`config.mk`:
```
export PLATFORM = sky130hd
export DESIGN_NAME = uart_bit_rx_module
export DESIGN_NICKNAME = d
export VERILOG_FILES = /design/src/rtl/uart_pkg.sv /design/src/rtl/uart_rx_sync.sv /design/src/rtl/uart_bit_rx_module.sv
export SDC_FILE = /design/constraint.sdc
export NUM_CORES = 1
export LEC_CHECK = 0
export ABC_AREA = 1
export BUFFER_PORTS_ARGS = -buffer_cell sky130_fd_sc_hd__buf_2
export CORE_MARGIN = 2
export CORE_UTILIZATION = 35
export CTS_CLUSTER_SIZE = 16
export DETAILED_ROUTE_END_ITERATION = 12
export REMOVE_ABC_BUFFERS = 1
export SLEW_MARGIN = 20
export SYNTH_ARGS = -nofsm -noshare
export SYNTH_HDL_FRONTEND = slang
export SYNTH_SLANG_ARGS = --single-unit
export TNS_END_PERCENT = 10
```
`constraint.sdc`:
```
create_clock -name clk -period 1.5 [get_ports clk]
set_clock_uncertainty 0.05 [all_clocks]
set_input_delay 0.3 -clock clk [delete_from_list [all_inputs] [get_ports clk]]
set_output_delay 0.3 -clock clk [all_outputs]
set_load 0.01 [all_outputs]
```
`src/rtl/uart_pkg.sv`:
```
// Shared 8N1 UART definitions for the RX and TX sides.
// Frame constants, receiver states and bit-period helper.
package uart_pkg;

  localparam int unsigned DATA_BITS = 8;

  typedef enum logic [2:0] {
    S_IDLE,
    S_START,
    S_DATA,
    S_STOP,
    S_BREAK
  } rx_state_e;

  // Clocks per bit, integer divide.
  function automatic int unsigned calc_cycle(
    input int unsigned clk_fre,
    input int unsigned baud
  );
    return (clk_fre * 32'd1000000) / baud;
  endfunction

endpackage

```
`src/rtl/uart_rx_sync.sv`:
```
// RX pin 2-FF synchroniser plus an edge-detect flop.
// Ports: clk, rst_n, rx_pin in; rx_sync (synced line), rx_fall (1->0) out.
module uart_rx_sync (
  input  logic clk,
  input  logic rst_n,
  input  logic rx_pin,
  output logic rx_sync,
  output logic rx_fall
);

  logic meta_q;
  logic sync_q;
  logic prev_q;

  // Reset to idle-high so a quiet line shows no edge.
  always_ff @(posedge clk or negedge rst_n) begin
    if (!rst_n) begin
      meta_q <= 1'b1;
      sync_q <= 1'b1;
      prev_q <= 1'b1;
    end else begin
      meta_q <= rx_pin;
      sync_q <= meta_q;
      prev_q <= sync_q;
    end
  end

  assign rx_sync = sync_q;
  assign rx_fall = prev_q & ~sync_q;

endmodule

```
`src/rtl/uart_bit_rx_module.sv`:
```
// 8N1 UART receiver: start validation, mid-bit sampling, stop check.
// Ports: clk, rst_n, rx_pin, rx_data_ready in; rx_data, rx_data_valid, rx_frame_err, rx_overrun out.
module uart_bit_rx_module
  import uart_pkg::*;
#(
  parameter int unsigned CLK_FRE   = 50,
  parameter int unsigned BAUD_RATE = 115200
) (
  input  logic       clk,
  input  logic       rst_n,
  input  logic       rx_pin,
  output logic [7:0] rx_data,
  output logic       rx_data_valid,
  input  logic       rx_data_ready,
  output logic       rx_frame_err,
  output logic       rx_overrun
);

  localparam int unsigned CYCLE = calc_cycle(CLK_FRE, BAUD_RATE);
  localparam logic [15:0] HALF_M1 = 16'(CYCLE / 2 - 1);
  localparam logic [15:0] FULL_M1 = 16'(CYCLE - 1);
  localparam logic [2:0]  LAST_BIT = 3'(DATA_BITS - 1);

  logic rx_sync;
  logic rx_fall;

  rx_state_e   state_q;
  logic [15:0] cycle_cnt_q;
  logic [2:0]  bit_cnt_q;
  logic [7:0]  shift_q;
  logic [7:0]  data_q;
  logic        valid_q;
  logic        ferr_q;
  logic        ovr_q;

  uart_rx_sync u_sync (
    .clk    (clk),
    .rst_n  (rst_n),
    .rx_pin (rx_pin),
    .rx_sync(rx_sync),
    .rx_fall(rx_fall)
  );

  always_ff @(posedge clk or negedge rst_n) begin
    if (!rst_n) begin
      state_q     <= S_IDLE;
      cycle_cnt_q <= '0;
      bit_cnt_q   <= '0;
      shift_q     <= '0;
      data_q      <= '0;
      valid_q     <= 1'b0;
      ferr_q      <= 1'b0;
      ovr_q       <= 1'b0;
    end else begin
      ferr_q      <= 1'b0;
      ovr_q       <= 1'b0;
      cycle_cnt_q <= cycle_cnt_q + 16'd1;
      if (valid_q && rx_data_ready) begin
        valid_q <= 1'b0;
      end
      case (state_q)
        S_IDLE: begin
          cycle_cnt_q <= '0;
          if (rx_fall) begin
            state_q <= S_START;
          end
        end
        S_START: begin
          if (cycle_cnt_q == HALF_M1) begin
            cycle_cnt_q <= '0;
            state_q     <= rx_sync ? S_IDLE : S_DATA;
          end
        end
        S_DATA: begin
          if (cycle_cnt_q == FULL_M1) begin
            cycle_cnt_q        <= '0;
            shift_q[bit_cnt_q] <= rx_sync;
            bit_cnt_q          <= bit_cnt_q + 3'd1;
            if (bit_cnt_q == LAST_BIT) begin
              state_q <= S_STOP;
            end
          end
        end
        S_STOP: begin
          if (cycle_cnt_q == FULL_M1) begin
            cycle_cnt_q <= '0;
            if (rx_sync) begin
              // A new byte wins over a same-cycle accept;
              // only an unaccepted old byte is an overrun.
              data_q  <= shift_q;
              valid_q <= 1'b1;
              ovr_q   <= valid_q & ~rx_data_ready;
              state_q <= S_IDLE;
            end else begin
              ferr_q  <= 1'b1;
              state_q <= S_BREAK;
            end
          end
        end
        S_BREAK: begin
          cycle_cnt_q <= '0;
          if (rx_sync) begin
            state_q <= S_IDLE;
          end
        end
        default: begin
          cycle_cnt_q <= '0;
          state_q     <= S_IDLE;
        end
      endcase
    end
  end

  assign rx_data       = data_q;
  assign rx_data_valid = valid_q;
  assign rx_frame_err  = ferr_q;
  assign rx_overrun    = ovr_q;

endmodule
```
==> key figures, run 1 <==
GRT
  • Grt met1 use: 17.0%
  • Grt total ovfl: 0
  • First-pass GRT wire length: 7.47 mm
  • Largest net degree at the start of global routing: 45
  • Gr usage total: 13.1%
  • GRT met3 Usage: 3.07%
  • Initial antenna violation count: 0
  • M2 GR Usage: 21.2%
  • Vias in the first global route: 1682
  • Global routing's busiest layer: met2

Drt
  • Vias per cell: 4.57
  • Total Wirelength: 4.41 mm
  • Wire per inst: 11.1 µm
  • Antenna Nets Post-Route: 0
  • First drt pass iteration count: 4
  • Vias after detailed routing: 1813
  • Initial DRC Count: 72
  • DRC: 0

Timing
  • Worst setup margin: -1.04 ps
  • Fin. Hold Viols: 0
  • Period minus WS final: 1500 ps
  • Max Slew Vio Count: 0
  • Final setup viols: 1
  • Setup TNS Final: -1.04 ps
  • RSZ-0062 raised after global routing: true
  • Slew margin rel.: 82.1%
  • Slew @ Worst Pin: 268 ps
  • Worst hold margin: 48.7 ps
  • Fmax: 666 MHz
  • Tcrit/Tclk final: 100%

Synth
  • Post-synthesis cell count: 277
  • Syn Area/Cell: 8.06 µm²
  • Register area share after synthesis: 49.5%
  • Number of enable flip-flop cells after synthesis: 0
  • Mapped cell area: 0.00223 mm²
  • Asr flop ratio synth: 100%
  • Seq cells post-synth: 44
  • Most used DFF post-synth: dfrtp_1
  • Synth warn: 0
  • Synth unique cells: 26

Critical path
  • Crit path launch type: register
  • Critical Path End Type: register
  • R2R setup slack: -1 ps
  • Worst Path Required: 1640 ps
  • CP arrival: 1640 ps
  • WS Path Type: register to register
  • Crit-path max FO: 6

CTS
  • H-tree levels: 2
  • Clock Sinks: 44
  • Clock transition at path regs: 80 ps
  • Clock Latency Late Sink: 300 ps
  • Max clock buf depth: 2
  • Root buffer cell: clkbuf_8
  • CTS tree: done
  • TritonCTS Buffers: 5

Pwr
  • P_leak: 1.43 nW
  • Power density over cell area: 1090 mW/mm²
  • Peak VDD IR: 0.000537 V

Floorplanning
  • Horiz. Die Dim: 83.9 µm
  • I/O pins: 15
  • Core box area: 0.00628 mm²
  • Die Y: 83.9 µm
  • Initial Utilization: 35.6%
  • Overall die area: 0.00704 mm²
  • Row count: 29

Final layout
  • Finished Layout Cells: 397
  • Number of diodes: 0
  • Net count of the finished layout: 328
  • Filler cell count: 621
  • Layout Area Growth over Synthesis: 26.1%
  • Cell area after layout: 0.00282 mm²
  • Fraction of layout instances using a drive strength above 1: 30.0%

Min path
  • Min-Delay Path Class: input pin to register

Placed design
  • Worst slack, placed: -38.3 ps
  • Hpwl dp: 2.99 mm
  • Placer Congestion: 0.848
  • Port Buffer Count: 14
  • Placed cell count: 379
  • Placed Area: 0.00250 mm²

Outcome
  • Failing checks: negative setup slack
  • Outcome: complete, but fails checks

Run
  • Max-Cap Viols: 0
==> worst paths after layout <==
path | startpoint | endpoint | depth (start not counted)
max in group asynchronous | rst_n | u_sync.meta_q | 3
worst max-delay path | cycle_cnt_q[4] | shift_q[1] | 10
min in group asynchronous | rst_n | rx_data[5] | 3
worst min register to register | u_sync.meta_q | u_sync.rx_sync | 0
worst min-delay path | rx_pin | u_sync.meta_q | 1
worst max register to register | cycle_cnt_q[4] | shift_q[1] | 10
==> through the flow <==
step                util (%)  total power, mW
floorplan                  -             1.81
global placement        39.9             2.03
detailed placement      39.9             2.04
CTS                     42.0             3.04
global route            44.9             3.24
finish                  44.9             3.06
==> repair_timing <==
action / 4_1_cts / 5_1_grt
gates cloned: 0 / 2
endpoints found under the setup margin: 15 / 39
pin swaps: 0 / 10
buffers inserted: 0 / 7
hold endpoints to repair: 41 / 0
gates resized for setup: 3 / 27
hold buffers: 1 / 0
==> registers in the layout (all words and copies together), names as in the netlist <==
signal	flops
rx_data	8
bit_cnt_q	3
shift_q	8
u_sync.meta_q	1
u_sync.rx_sync	1
rx_data_valid	1
rx_frame_err	1
state_q	3
cycle_cnt_q	16
rx_overrun	1
u_sync.prev_q	1
==> worst max-delay path, cell delays in order (launching register included) <==
cell and delay (ps):
dfrtp_1 410, nand2_2 100, inv_2 70, nand3_2 70, nor2_2 120, nand2_2 70, nor2_4 200, buf_12 150
nand2_1 50, nand2_1 50, nand2_1 50
==> where the power goes <==
group / switching, mW / total, mW / internal, mW / leakage (nW)
clock network: 0.414 / 0.959 / 0.545 / 0.0614
registers: 0.0731 / 1.33 / 1.25 / 0.597
logic: 0.489 / 0.775 / 0.286 / 0.769
total: 0.977 / 3.06 / 2.08 / 1.43
==> cells in the mapped netlist, drive strengths merged, types with 2 or more instances <==
master	instances	area, µm²
nand3	23	115
dfstp	3	78.8
xor2	10	95.1
nor3	3	15.0
inv	24	92.6
clkbuf	2	7.51
nor2	52	230
dfrtp	41	1030
a21oi	2	10.0
buf	3	35.0
ha	5	62.6
nand4	5	31.3
nand2	97	389
o21ai	3	15.0
==> placed cells by master, fill, tap and decap left out, types with 2 or more instances in the layout <==
| cell | synthesis | routed |
|---|---|---|
| nand2_4 | 2 | 3 |
| nand3_1 | 23 | 22 |
| nand2_2 | 4 | 12 |
| dfrtp_2 | 0 | 2 |
| ha_1 | 5 | 4 |
| xor2_1 | 9 | 9 |
| clkbuf_8 | 0 | 6 |
| dfrtp_1 | 41 | 39 |
| inv_1 | 21 | 18 |
| dfstp_2 | 3 | 3 |
| nor2_1 | 40 | 34 |
| buf_4 | 2 | 21 |
| nand2_1 | 91 | 82 |
| nand4_1 | 5 | 5 |
| nor2_2 | 11 | 16 |
| nor2_4 | 1 | 2 |
| clkbuf_16 | 0 | 2 |
| buf_12 | 1 | 2 |
| buf_2 | 0 | 14 |
| inv_2 | 2 | 5 |
| nor3_1 | 3 | 3 |
| o21ai_0 | 3 | 2 |
==> logic make-up after synthesis <==
logic type      after synthesis  synth area share [%]
fa+ha+maj                     5                  2.80
flops                        44                  49.5
xor+xnor                     11                  4.65
buf+inv                      29                  6.05
simple gates                183                  35.9
compound gates                5                  1.12
==> layout make-up <==
| type | instances | area [µm²] | area share (%) |
|---|---|---|---|
| sequential | 44 | 1110 | 39.3 |
| multi-input combinational | 204 | 1070 | 37.8 |
| timing repair buffer | 40 | 328 | 11.6 |
| inverter | 24 | 97.6 | 3.47 |
| tap | 77 | 96.3 | 3.42 |
| clock buffer | 6 | 82.6 | 2.93 |
| clock inverter | 2 | 38.8 | 1.38 |
==> metal layers <==
metal	share of wire, %	vias to the layer above	wire length, µm
li1	-	946	-
met1	49	832	2170
met2	46	30	2050
met3	2.6	5	115
met4	1.6	0	70
met5	0	-	0
Note: power is estimated with default switching activity, not from simulation.
==> run 2: changes to the inputs <==
--- a/config.mk
+++ b/config.mk
@@ -7,7 +7,6 @@
 export LEC_CHECK = 0
 export ABC_AREA = 1
 export BUFFER_PORTS_ARGS = -buffer_cell sky130_fd_sc_hd__buf_2
-export CORE_MARGIN = 2
 export CORE_UTILIZATION = 35
 export CTS_CLUSTER_SIZE = 16
 export DETAILED_ROUTE_END_ITERATION = 12
==> constraint.sdc (replaced) <==
create_clock -name clk -period 1.9 [get_ports clk]
set_clock_uncertainty 0.05 [all_clocks]
set_input_delay 0.38 -clock clk [delete_from_list [all_inputs] [get_ports clk]]
set_output_delay 0.38 -clock clk [all_outputs]
set_load 0.01 [all_outputs]
==> run 2 against run 1 <==
The flow now finishes without violations. Sequential cell count did not move. Cell count shrank 6.0%. Die area down 4.7%. Worst setup slack improved by 340 ps. Combinational power down 39%. Routed wire length fell by 10%. Critical path type unchanged.
==> key figures, run 2 (synthesis gave the netlist of run 1 again) <==
Outcome
  • Outcome: finished clean (was complete, but fails checks)

Critical path
  • Crit-path max FO: 14 (was 6)
  • FF-to-FF End: cycle_cnt_q[15] (was shift_q[1])
  • CP arrival: 1690 ps (was 1640 ps)
  • Crit path launch type: register (unchanged)
  • Worst Path Required: 2020 ps (was 1640 ps)
  • R2R setup slack: 340 ps (was -1 ps)
  • WS Path Type: register to register (unchanged)
  • Critical Path End Type: register (unchanged)
  • R2R cell count: 9 (was 10)
  • Worst flop-to-flop path startpoint: cycle_cnt_q[0] (was cycle_cnt_q[4])

Drt
  • Vias after detailed routing: 1668 (was 1813)
  • Antenna Nets Post-Route: 0 (unchanged)
  • DRC: 0 (unchanged)
  • Total Wirelength: 3.96 mm (was 4.41 mm)
  • Vias per cell: 4.47 (was 4.57)
  • Initial DRC Count: 101 (was 72)
  • Wire per inst: 10.6 µm (was 11.1 µm)
  • First drt pass iteration count: 4 (unchanged)

Pwr
  • Clock network power share: 28.2% (was 31.3%)
  • Gate power share: 22.3% (was 25.3%)
  • Peak VDD IR: 0.000438 V (was 0.000537 V)
  • Switching Share: 32.5% (was 31.9%)
  • Power density over cell area: 853 mW/mm² (was 1090 mW/mm²)
  • P_leak: 1.26 nW (was 1.43 nW)
  • Seq pwr share: 49.5% (was 43.3%)
  • Internal: 1.42 mW (was 2.08 mW)
  • Sw power: 687 µW (was 977 µW)

Timing
  • Final setup viols: 0 (was 1)
  • Fmax: 639 MHz (was 666 MHz)
  • Fin. Hold Viols: 0 (unchanged)
  • Tcrit/Tclk final: 82.3% (was 100%)
  • Slew @ Worst Pin: 550 ps (was 268 ps)
  • Slew margin rel.: 63.3% (was 82.1%)
  • RSZ-0062 raised after global routing: false (was true)
  • Max Slew Vio Count: 0 (unchanged)
  • Setup TNS Final: 0 ps (was -1.04 ps)
  • Worst setup margin: 336 ps (was -1.04 ps)
  • Period minus WS final: 1560 ps (was 1500 ps)
  • Worst hold margin: 92.1 ps (was 48.7 ps)

Final layout
  • Layout Area Growth over Synthesis: 10.8% (was 26.1%)
  • Max reg flops: 16 (unchanged)
  • Net count of the finished layout: 306 (was 328)
  • Finished Layout Cells: 373 (was 397)
  • Number of diodes: 0 (unchanged)
  • Fraction of layout instances using a drive strength above 1: 16.4% (was 30.0%)
  • Commonest cells after routing, fill and taps aside: nand2_1, dfrtp_1, nor2_1, nand3_1, inv_1 (was nand2_1, dfrtp_1, nor2_1, nand3_1, buf_4)
  • Most common cell after layout, fill and taps aside: nand2_1 (unchanged)
  • Largest register by flop count: cycle_cnt_q (unchanged)

CTS
  • Root buffer cell: clkbuf_8 (unchanged)
  • Clock transition at path regs: 80 ps (about the same)
  • Post-CTS Setup Inserts: 0 (unchanged)
  • Clock Sinks: 44 (unchanged)
  • H-tree levels: 2 (unchanged)
  • TritonCTS Buffers: 5 (unchanged)
  • CTS Hold Bufs: 0 (was 1)
  • CTS-repair resized insts: 0 (was 3)
  • Clock Latency Late Sink: 290 ps (was 300 ps)
  • Max clock buf depth: 2 (unchanged)
  • CTS tree: done (unchanged)

GRT
  • Initial antenna violation count: 0 (unchanged)
  • Largest net degree at the start of global routing: 45 (unchanged)
  • First-pass GRT wire length: 6.76 mm (was 7.47 mm)
  • Grt total ovfl: 0 (unchanged)
  • Vias in the first global route: 1503 (was 1682)
  • Gr usage total: 13.5% (was 13.1%)

Placed design
  • Worst slack, placed: 326 ps (was -38.3 ps)
  • Port Buffer Count: 14 (unchanged)
  • Hpwl dp: 2.82 mm (was 2.99 mm)
  • Placed cell count: 365 (was 379)
  • Placer Congestion: 0.789 (was 0.848)

Floorplanning
  • Horiz. Die Dim: 81.9 µm (was 83.9 µm)
  • Initial Utilization: 37.1% (was 35.6%)
  • Row count: 28 (was 29)
  • I/O pins: 15 (unchanged)
  • Core box area: 0.00603 mm² (was 0.00628 mm²)
  • Overall die area: 0.00670 mm² (was 0.00704 mm²)
  • Die Y: 81.9 µm (was 83.9 µm)

Min path
  • Min-Delay Path Class: input pin to asynchronous set/reset pin (was input pin to register)

Run
  • Max-Cap Viols: 0 (unchanged)
[run 2: cell count changes in the layout (fill, tap and decap cells not counted), sizes merged]
cell / change
dlygate4sd3: -1
bufinv: -1
buf: -19
clkinv: -1
[run 2: metal layers]
metal	vias to the layer above	GRT usage [%]	share of wire [%]
met5	-	0	0
met4	0	5.79	1.9
met3	6	3.00	2.9
met2	24	20.2	42
met1	737	18.5	53
li1	901	-	-
[run 2: final cells by class]
type / count / area, µm²
Timing Repair Buffer: 18 / 100
Tap cell: 75 / 93.8
Clock buffer: 8 / 90.1
Multi-Input combinational cell: 204 / 993
Fill cell: 607 / 3550
Inverter: 24 / 92.6
Sequential cell: 44 / 1100
[run 2: worst max-delay path, cell delays in order, from the launching register on]
cell and delay (ps):
dfrtp_1 430, inv_1 80, ha_1 130, nand3b_1 70
nor2_1 100, nand2_1 60, nand2_1 160, nand2_4 80
inv_4 180, nor2_1 80
[run 2: through the flow]
stage	power (mW)	area, µm²	util, %
4_1_cts	2.14	2470	41.1
3_5_place_dp	1.54	2380	39.6
2_1_floorplan	1.43	2190	-
6_report	2.11	2470	41.1
5_1_grt	2.24	2470	41.1
3_3_place_gp	1.54	2380	39.6
[run 2: how the worst max path moves through the flow]
stage / slack, ps / endpoint / from
6_report: 340 / cycle_cnt_q[15] / cycle_cnt_q[0]
5_1_grt: 170 / shift_q[2] / cycle_cnt_q[11]
4_1_cts: 310 / cycle_cnt_q[15] / cycle_cnt_q[0]
3_5_place_dp: 330 / cycle_cnt_q[15] / cycle_cnt_q[0]
3_3_place_gp: 370 / cycle_cnt_q[15] / cycle_cnt_q[1]
2_1_floorplan: 300 / shift_q[0] / cycle_cnt_q[1]
[run 2: power groups by stage]
stage	sequential (mW)	combinational, mW	clock (mW)
after floorplan	1.05	0.379	0
after global placement	1.06	0.476	0
after detailed placement	1.06	0.476	0
after CTS	1.04	0.476	0.616
after global routing	1.05	0.533	0.655
final	1.05	0.471	0.596
==> run 3: changes to the inputs <==
==> constraint.sdc (replaced) <==
create_clock -name clk -period 1.4 [get_ports clk]
set_clock_uncertainty 0.05 [all_clocks]
set_input_delay 0.28 -clock clk [delete_from_list [all_inputs] [get_ports clk]]
set_output_delay 0.28 -clock clk [all_outputs]
set_load 0.01 [all_outputs]
==> run 3 against run 2 <==
The flow now finishes with violations (negative setup slack). Non-clock buffer count grew 32. Cell count up 8.8%. Critical path type unchanged. Global-route usage is 1.8 points higher. Largest cell class unchanged. Largest power group unchanged. Cell area grew 15%. Critical path depth fell by 1. Sequential share of layout area shrank 5.9 points.
==> key figures, run 3 (synthesis gave the netlist of run 1 again) <==
Critical path
  • Crit-path leading delay family: simple AND/OR/NAND/NOR gates (unchanged)
  • Slowest stage delay, CP: 400 ps (was 430 ps)
  • Worst flop-to-flop path startpoint: cycle_cnt_q[1] (was cycle_cnt_q[0])
  • R2R cell count: 8 (was 9)
  • Crit-path max FO: 10 (was 14)
  • CP max-delay cell: dfrtp_1 (unchanged)
  • Worst Path Required: 1550 ps (was 2020 ps)
  • WS Path Type: register to register (unchanged)
  • FF-to-FF End: rx_data[4] (was cycle_cnt_q[15])
  • R2R setup slack: -60 ps (was 340 ps)
  • Most used cell, CP: nand2_1
  • Critical Path End Type: register (unchanged)
  • Crit path launch type: register (unchanged)
  • Buf+Inv Stages, Crit Path: 2 (unchanged)
  • CP arrival: 1600 ps (was 1690 ps)
  • CP cell instances: inv_2, ha_1, nand2_1, nor2_1, nand3_1, buf_4, nand2_1, nand2_1 (was inv_1, ha_1, nand3b_1, nor2_1, nand2_1, nand2_1, nand2_4, inv_4, nor2_1)

Timing
  • Fin. Hold Viols: 0 (unchanged)
  • Tcrit/Tclk final: 104% (was 82.3%)
  • Slew @ Worst Pin: 240 ps (was 550 ps)
  • Slew margin rel.: 84.0% (was 63.3%)
  • Max Slew Vio Count: 0 (unchanged)
  • RSZ-0062 raised after global routing: true (was false)
  • Setup TNS Final: -946 ps (was 0 ps)
  • Final setup viols: 30 (was 0)
  • Fmax: 687 MHz (was 639 MHz)
  • Worst setup margin: -55.8 ps (was 336 ps)
  • Period minus WS final: 1460 ps (was 1560 ps)

CTS
  • CTS tree: done (unchanged)
  • Clock Sinks: 44 (unchanged)
  • Max clock buf depth: 2 (unchanged)
  • Clock Latency Late Sink: 300 ps (was 290 ps)
  • Clock transition at path regs: 90 ps (was 80 ps)
  • TritonCTS Buffers: 5 (unchanged)
  • H-tree levels: 2 (unchanged)
  • Root buffer cell: clkbuf_8 (unchanged)

Final layout
  • Net count of the finished layout: 339 (was 306)
  • Cell area after layout: 0.00286 mm² (was 0.00247 mm²)
  • Final Util: 47.4% (was 41.1%)
  • Number of diodes: 0 (unchanged)
  • Commonest cells after routing, fill and taps aside: nand2_1, dfrtp_1, nor2_1, buf_4, nand3_1 (was nand2_1, dfrtp_1, nor2_1, nand3_1, inv_1)
  • Largest register by flop count: cycle_cnt_q (unchanged)
  • Filler cell count: 586 (was 607)
  • Most common cell after layout, fill and taps aside: nand2_1 (unchanged)
  • Max reg flops: 16 (unchanged)
  • Layout Area Growth over Synthesis: 27.8% (was 10.8%)
  • Fraction of layout instances using a drive strength above 1: 28.7% (was 16.4%)

Drt
  • Wire per inst: 11.4 µm (was 10.6 µm)
  • Vias after detailed routing: 1876 (was 1668)
  • DRC: 0 (unchanged)
  • Antenna Nets Post-Route: 0 (unchanged)
  • First drt pass iteration count: 4 (unchanged)
  • Vias per cell: 4.62 (was 4.47)
  • Total Wirelength: 4.64 mm (was 3.96 mm)
  • Initial DRC Count: 85 (was 101)

GRT
  • Vias in the first global route: 1778 (was 1503)
  • First-pass GRT wire length: 7.78 mm (was 6.76 mm)
  • Gr usage total: 15.3% (was 13.5%)
  • Largest net degree at the start of global routing: 45 (unchanged)
  • Grt total ovfl: 0 (unchanged)
  • Initial antenna violation count: 0 (unchanged)

Placed design
  • Hpwl dp: 3.06 mm (was 2.82 mm)
  • Placer Congestion: 0.814 (was 0.789)
  • Port Buffer Count: 14 (unchanged)
  • Placed Area: 0.00260 mm² (was 0.00238 mm²)

Outcome
  • Outcome: complete, but fails checks (was finished clean)
  • Failing checks: negative setup slack

Pwr
  • Power density over cell area: 1180 mW/mm² (was 853 mW/mm²)
  • Peak VDD IR: 0.000517 V (was 0.000438 V)
  • P_leak: 1.45 nW (was 1.26 nW)

Min path
  • Min-Delay Path Class: input pin to register (was input pin to asynchronous set/reset pin)
  • Hold EP: u_sync.meta_q
  • Hold Path Origin: rx_pin
  • Hold Crit Depth: 1

Floorplanning
  • I/O pins: 15 (unchanged)
  • Core box area: 0.00603 mm² (unchanged)
  • Die Y: 81.9 µm (unchanged)
  • Initial Utilization: 37.1% (unchanged)
  • Row count: 28 (unchanged)
  • Overall die area: 0.00670 mm² (unchanged)
  • Horiz. Die Dim: 81.9 µm (unchanged)

Run
  • Max-Cap Viols: 0 (unchanged)
-- run 3: power breakdown --
group          switching [mW]  internal (mW)  total (mW)
Sequential             0.0752           1.34        1.42
Combinational           0.585          0.373       0.958
Clock                   0.470          0.538        1.01
Total                    1.13           2.25        3.38
-- run 3: how the worst max path moves through the flow --
stage                          from               to  cells past startpoint
floorplan            cycle_cnt_q[1]       shift_q[0]                      9
global placement     cycle_cnt_q[0]  cycle_cnt_q[10]                      7
detailed placement   cycle_cnt_q[0]  cycle_cnt_q[10]                      7
CTS                  cycle_cnt_q[4]       shift_q[1]                     10
global route        cycle_cnt_q[11]       shift_q[2]                      9
finish               cycle_cnt_q[1]       rx_data[4]                      8
-- run 3: repair_timing --
item                                    in CTS  in global routing
hold buffers                                 1                  0
pin swaps                                    4                  3
endpoints found under the setup margin      35                 40
setup buffers                                0                  5
gates resized for setup                      8                 11
endpoints found under the hold margin       41                  0
gates cloned                                 0                  2
-- run 3: per-stage QoR --
step	std cells	power (mW)	setup WS [ps]	hold WS, ps
detailed placement	390	2.26	-131	228
finish	406	3.38	-55.8	21.2
global placement	390	2.24	-87.4	224
CTS	399	3.31	-63.3	12.8
floorplan	272	1.94	-202	-65.6
global route	406	3.58	-195	15.1
-- run 3: layout make-up --
type	count	area [µm²]	share of cell area, %
flip-flops and latches	44	1100	38.7
clock inverters	3	46.3	1.62
repair inverters	1	8.76	0.307
multi-input cells	204	1040	36.6
inverters	24	103	3.59
clock buffers	5	68.8	2.41
repair buffers	50	385	13.5
well taps	75	93.8	3.29
-- run 3: layer usage --
layer | wire [µm] | part of all wire, % | GRT usage, % | vias to the layer above
met5 | 0 | 0 | 0 | -
met4 | 63 | 1.4 | 5.79 | 0
met3 | 179 | 3.9 | 3.33 | 6
met2 | 2200 | 47 | 25.3 | 34
met1 | 2200 | 47 | 19.3 | 872
li1 | - | - | - | 964
